File: src/rtl/tx_frame_scheduler.sv
// tx_frame_scheduler: shares one UDP transmitter among NREQ producers.
// A round-robin winner streams PAYLOAD_BYTES into a frame buffer behind a
// 2-byte header {winner index, seq}. The block then pulses tx_start once,
// holds the buffer stable while the transmitter reads it, and enforces an
// inter-frame gap before the next grant.
// Ports:
//   clk20, rst            20 MHz clock, async active-high reset
//   req[NREQ]  / gnt      level requests in, one-hot registered grant out
//   in_data/in_valid      payload bytes from the granted requester
//   in_ready              registered byte-accept strobe
//   tx_start / tx_busy    one-cycle start pulse out, transmitter busy in
//   rd_addr / rd_data     transmitter payload read port, 1-cycle latency
//   sched_busy            high whenever the scheduler is not idle
//   err_timeout           sticky: tx_busy never rose after tx_start
//   seq                   sequence number of the next frame
module tx_frame_scheduler #(
  parameter int unsigned NREQ          = 4,
  parameter int unsigned PAYLOAD_BYTES = 16,
  parameter int unsigned GAP_CYCLES    = 256,
  parameter int unsigned START_TIMEOUT = 8
) (
  input  logic            clk20,
  input  logic            rst,
  input  logic [NREQ-1:0] req,
  output logic [NREQ-1:0] gnt,
  input  logic [7:0]      in_data,
  input  logic            in_valid,
  output logic            in_ready,
  output logic            tx_start,
  input  logic            tx_busy,
  input  logic [4:0]      rd_addr,
  output logic [7:0]      rd_data,
  output logic            sched_busy,
  output logic            err_timeout,
  output logic [7:0]      seq
);

  localparam int unsigned FRAME_BYTES = PAYLOAD_BYTES + 2;
  localparam int unsigned IDXW        = (NREQ > 1) ? $clog2(NREQ) : 1;
  localparam int unsigned BW          = $clog2(FRAME_BYTES);
  localparam int unsigned CW          = $clog2(PAYLOAD_BYTES + 1);
  localparam int unsigned TMAX        = (GAP_CYCLES > START_TIMEOUT) ? GAP_CYCLES : START_TIMEOUT;
  localparam int unsigned TW          = $clog2(TMAX + 1);

  typedef enum logic [2:0] {
    S_IDLE, S_LOAD, S_START, S_WAIT_BUSY, S_SEND, S_GAP
  } state_t;

  state_t          state_q, state_d;
  logic [NREQ-1:0] gnt_q, gnt_d;
  logic            in_ready_q, in_ready_d;
  logic            tx_start_q, tx_start_d;
  logic            sched_busy_q, sched_busy_d;
  logic            err_q, err_d;
  logic [7:0]      seq_q, seq_d;
  logic [IDXW-1:0] last_q, last_d;
  logic [CW-1:0]   byte_cnt_q, byte_cnt_d;
  logic [TW-1:0]   tmr_q, tmr_d;
  logic [7:0]      rd_data_q, rd_data_d;
  logic [7:0]      frame_q [FRAME_BYTES];

  logic            found;
  logic [IDXW-1:0] pick;
  logic            hdr_we;
  logic            dat_we;
  logic            accept;

  assign accept = in_valid & in_ready_q;

  // Round-robin search starting just after the previous winner.
  always_comb begin : arb
    int j;
    found = 1'b0;
    pick  = '0;
    j     = 0;
    for (int i = 1; i <= int'(NREQ); i++) begin
      j = int'(last_q) + i;
      if (j >= int'(NREQ)) j = j - int'(NREQ);
      if (!found && req[IDXW'(j)]) begin
        found = 1'b1;
        pick  = IDXW'(j);
      end
    end
  end

  // Next-state and registered-output logic.
  always_comb begin
    state_d    = state_q;
    gnt_d      = gnt_q;
    in_ready_d = 1'b0;
    tx_start_d = 1'b0;
    err_d      = err_q;
    seq_d      = seq_q;
    last_d     = last_q;
    byte_cnt_d = byte_cnt_q;
    tmr_d      = tmr_q;
    hdr_we     = 1'b0;
    dat_we     = 1'b0;

    case (state_q)
      S_IDLE: begin
        gnt_d = '0;
        if (found) begin
          state_d    = S_LOAD;
          gnt_d      = NREQ'(1) << pick;
          last_d     = pick;
          byte_cnt_d = '0;
          hdr_we     = 1'b1;
          in_ready_d = 1'b1;
        end
      end
      S_LOAD: begin
        in_ready_d = 1'b1;
        if (accept) begin
          dat_we     = 1'b1;
          byte_cnt_d = byte_cnt_q + CW'(1);
          // Last byte: drop grant/ready and fire the start pulse together.
          if (byte_cnt_q == CW'(PAYLOAD_BYTES - 1)) begin
            state_d    = S_START;
            gnt_d      = '0;
            in_ready_d = 1'b0;
            tx_start_d = 1'b1;
          end
        end
      end
      S_START: begin
        state_d = S_WAIT_BUSY;
        tmr_d   = '0;
      end
      S_WAIT_BUSY: begin
        if (tx_busy) begin
          state_d = S_SEND;
        end else if (tmr_q == TW'(START_TIMEOUT - 1)) begin
          err_d   = 1'b1;
          state_d = S_GAP;
          tmr_d   = '0;
        end else begin
          tmr_d = tmr_q + TW'(1);
        end
      end
      S_SEND: begin
        if (!tx_busy) begin
          seq_d   = seq_q + 8'd1;
          state_d = S_GAP;
          tmr_d   = '0;
        end
      end
      S_GAP: begin
        if (tmr_q == TW'(GAP_CYCLES - 1)) state_d = S_IDLE;
        else                              tmr_d   = tmr_q + TW'(1);
      end
      default: begin
        state_d = S_IDLE;
        gnt_d   = '0;
      end
    endcase

    sched_busy_d = (state_d != S_IDLE);
  end

  // Out-of-range reads return zero.
  always_comb begin
    rd_data_d = 8'h00;
    if (32'(rd_addr) < FRAME_BYTES) rd_data_d = frame_q[BW'(rd_addr)];
  end

  always_ff @(posedge clk20 or posedge rst) begin
    if (rst) begin
      state_q      <= S_IDLE;
      gnt_q        <= '0;
      in_ready_q   <= 1'b0;
      tx_start_q   <= 1'b0;
      sched_busy_q <= 1'b0;
      err_q        <= 1'b0;
      seq_q        <= 8'h00;
      last_q       <= IDXW'(NREQ - 1);
      byte_cnt_q   <= '0;
      tmr_q        <= '0;
      rd_data_q    <= 8'h00;
    end else begin
      state_q      <= state_d;
      gnt_q        <= gnt_d;
      in_ready_q   <= in_ready_d;
      tx_start_q   <= tx_start_d;
      sched_busy_q <= sched_busy_d;
      err_q        <= err_d;
      seq_q        <= seq_d;
      last_q       <= last_d;
      byte_cnt_q   <= byte_cnt_d;
      tmr_q        <= tmr_d;
      rd_data_q    <= rd_data_d;
    end
  end

  // Frame buffer: no reset, written only on LOAD entry and during LOAD.
  always_ff @(posedge clk20) begin
    if (hdr_we) begin
      frame_q[0] <= 8'(pick);
      frame_q[1] <= seq_q;
    end
    if (dat_we) frame_q[BW'(byte_cnt_q) + BW'(2)] <= in_data;
  end

  assign gnt         = gnt_q;
  assign in_ready    = in_ready_q;
  assign tx_start    = tx_start_q;
  assign rd_data     = rd_data_q;
  assign sched_busy  = sched_busy_q;
  assign err_timeout = err_q;
  assign seq         = seq_q;

endmodule

File: config.mk
export PLATFORM = sky130hd
export DESIGN_NAME = tx_frame_scheduler
export DESIGN_NICKNAME = d
export VERILOG_FILES = /design/src/rtl/tx_frame_scheduler.sv
export SDC_FILE = /design/constraint.sdc
export NUM_CORES = 1
export LEC_CHECK = 0
export CORE_AREA = 2 2 137 139
export DETAILED_ROUTE_END_ITERATION = 6
export DIE_AREA = 0 0 139 141
export PLACE_DENSITY_LB_ADDON = 0.3
export SLEW_MARGIN = 20
export SYNTH_ARGS = -nofsm -noshare
export SYNTH_HDL_FRONTEND = slang
export SYNTH_SLANG_ARGS = --single-unit
File: constraint.sdc
create_clock -name clk20 -period 2.3 [get_ports clk20]
set_input_delay 0.345 -clock clk20 [delete_from_list [all_inputs] [get_ports clk20]]
set_output_delay 0.345 -clock clk20 [all_outputs]
set_load 0.01 [all_outputs]
==> impl_metrics.tcl <==
set metrics [dict create \
    status "complete, no violations" \
    layout.cells.non_filler 841 \
    drc 0 \
    grt_pass1_vias 4839 \
    synth_top_area_share_pct 54.2 \
    htreeDepth 4 \
    maxSlewViolCount 0 \
    cts_max_path_buffers 2 \
    drive_gt1_share_pct 24.9 \
    nFillCells 1488 \
    wl_um 17100 \
    rows 50 \
    numCtsBuffers 17 \
    setup_viol 0 \
    slowest_stage "or3_1" \
    syn_nets 529 \
    clock_skew_ns 0.00608 \
    cp_max_fo 8 \
    die_x_um 139 \
    synth_area_per_cell_um2 16.0 \
    slowest_delay_ns 0.43 \
    hpwl_um 11900 \
    top_layer "met4" \
    initialDrtViolationCount 345 \
    grt_max_degree 32 \
    die-area_um2 19600 \
    async_flop_share_pct 23.0 \
    drtPass1Iterations 5 \
    power_leakage_nw 3.50 \
    avgRoutedWirePerCell_um 20.4 \
    final_hold_viol_count 0 \
    met3_length_um 769 \
    num_io_pins 45 \
    hold_buffers 0 \
    cts.sinks 187 \
    cts_tree "built" \
    grt_pass1_wl_um 27100 \
    reg2regPathDepth 6 \
    syn_area_um2 7980 \
    hp-class "in2async" \
    grt_overflow_total 0 \
    die_y_um 141 \
    hold_ws_ns 0.299 \
    synth_area_leader_cell "edfxtp_1" \
    design.final.nets 624 \
    place_congestion 0.833 \
    arrival_ns 2.26 \
    ys_top_cells_by_area "edfxtp_1 54%, dfrtp_1 13%, mux4_2 7.9%, mux2i_1 2.9%, mux2_2 2.4%" \
    total_power_w 0.00708 \
    clk_pin_slew_ns 0.07 \
    clkLatencyLatePin_ns 0.43 \
    grt_usage_pct 18.5 \
    post-route-period-util_pct 92.7 \
    tns_ns 0 \
    syn_to_final_growth_pct 21.1 \
    met1_length_um 7330 \
    ys_types 59 \
    required_ns 2.43 \
    synth-edff-count 144 \
    synth_warnings 0 \
    cp-start-kind "flop" \
    ir_worst_vdd_mv 0.541 \
    power_density_nw_per_um2 733 \
    antenna_found_initial 0 \
    fmax_mhz 469 \
    synth-seq-cells 187 \
    worstPathCellList "ha_2 > nand4_1 > and2_1 > or3_1 > nor2_1 > buf_4" \
    tightest_slew_ns 0.591 \
    max-slew-margin-rel_pct 60.6 \
    coreArea_um2 18300 \
    start_util_pct 43.7 \
    n_antenna_cell 0 \
    maxCapViolCount 0 \
    cts_root_buf "clkbuf_16" \
    cp-end-kind "flop" \
    dr_total_vias 4643 \
    ys.flop_type "edfxtp_1" \
    yosysSeqAreaShare_pct 67.7 \
    vias_per_cell 5.52 \
    r2r_slack_ns 0.17 \
    crit_type "reg2reg" \
    dp.cells 806 \
    antenna_left 0 \
    route.met2.wl_um 8690 \
    fin_util_pct 52.9 \
    min_period_ns 2.13 \
    netlist_instances 499 \
    port-buffer-count 44 \
]
[state kept, by name, summed over array words and instances (netlist names)]
name and flops:
gnt 4, byte_cnt_q 5, rd_data 8, last_q 2
sched_busy 1, err_timeout 1, state_q 3, frame_q 144
tmr_q 9, in_ready 1, tx_start 1, seq 8
[stage by stage]
stage               instance area [um^2]  setup WS [ns]
finish                              9660          0.168
global route                        9660        -0.0160
CTS                                 9620         0.0667
detailed placement                  9010         0.0469
global placement                    9010         0.0998
floorplan                           7980         -0.177
[power breakdown]
| group | total (W) | leakage, nW | switching, W | internal [W] |
|---|---|---|---|---|
| combinational | 0.000366 | 1.38 | 0.000190 | 0.000176 |
| clock | 0.00304 | 0.303 | 0.00131 | 0.00174 |
| sequential | 0.00367 | 1.81 | 0.0000102 | 0.00366 |
| total | 0.00708 | 3.50 | 0.00151 | 0.00557 |
[synth_stat cells, types with 5 or more instances]
cell and n:
or2_2 6, xor2_1 5, o21ai_0 14, edfxtp_1 144, nand3_1 13, nor2_1 32
nand2_1 26, a22oi_1 5, o221ai_1 6, mux2_2 17, or3_1 6, buf_2 7
a21oi_1 12, mux2i_1 23, ha_1 9, inv_1 8, mux4_2 28, nand4_1 7
and2_1 9, a21o_1 6, dfrtp_1 41
[repair_timing]
item / CTS / global route
resized for setup: 0 / 5
endpoints found under the setup margin: 0 / 70
setup buffers: 0 / 3
[worst paths after layout]
check / from / endpoint
worst max-delay path: byte_cnt_q[1] / frame_q[6][1]
worst min-delay path: rst / tmr_q[1]
worst max register to register: byte_cnt_q[1] / frame_q[6][1]
worst min register to register: err_timeout / err_timeout
max in group asynchronous: rst / last_q[0]
min in group clk20: rd_addr[0] / rd_data[5]
[metal layers]
layer / global-route usage, % / vias to the layer above
met5: 0 / -
met4: 6.70 / 0
met3: 3.77 / 21
met2: 31.7 / 119
met1: 23.5 / 2365
li1: - / 2138
[critical path, delay by kind of cell (launching register included)]
family | cells | cell delay (ns)
DFF | 1 | 0.40
and+or+nand+nor | 4 | 0.95
buffers and inverters | 1 | 0.23
adders and majority gates | 1 | 0.24
[area by class of cell]
| class | count | area [um^2] | area share, % |
|---|---|---|---|
| inverters | 9 | 33.8 | 0.350 |
| multi-input cells | 284 | 2460 | 25.5 |
| flip-flops and latches | 187 | 5400 | 55.9 |
| clock buffers | 17 | 425 | 4.40 |
| well taps | 234 | 293 | 3.03 |
| clock inverters | 15 | 189 | 1.96 |
| repair buffers | 95 | 856 | 8.86 |
[cells in the final DEF, fill, tap and decap left out, types with 4 or more instances in the layout]
cell type	synthesis	final
nand3_1	13	13
a21oi_1	12	11
mux2_2	17	17
nand2b_1	4	4
xnor2_1	4	4
and2_1	9	9
clkbuf_16	0	17
clkdlybuf4s50_1	0	43
a21o_1	6	6
o221ai_1	6	6
mux4_2	28	28
nand2_1	26	26
dfrtp_1	41	40
mux2i_1	23	23
xor2_1	5	5
edfxtp_1	144	144
buf_4	4	48
o21ai_0	14	14
or2_2	6	6
nor3_1	4	4
and3_1	4	4
nor2_1	32	32
nand4_1	7	7
a22oi_1	5	5
inv_1	8	7
or3_1	6	6
ha_1	9	7
nand3b_1	4	4
o31ai_1	4	4
[logic make-up (layout without fill, tap and decap cells)]
logic type,after synthesis,in the layout,share of synthesized area (%)
AO/OA/AOI/OAI,67,67,5.94
XOR/XNOR,9,9,0.988
adder cells (fa/ha/maj),9,9,1.41
buffers and inverters,28,136,1.62
flip-flops,187,187,67.7
multiplexers,68,68,13.2
AND/OR/NAND/NOR,131,131,9.13
Note: power is estimated with default switching activity, not from simulation.
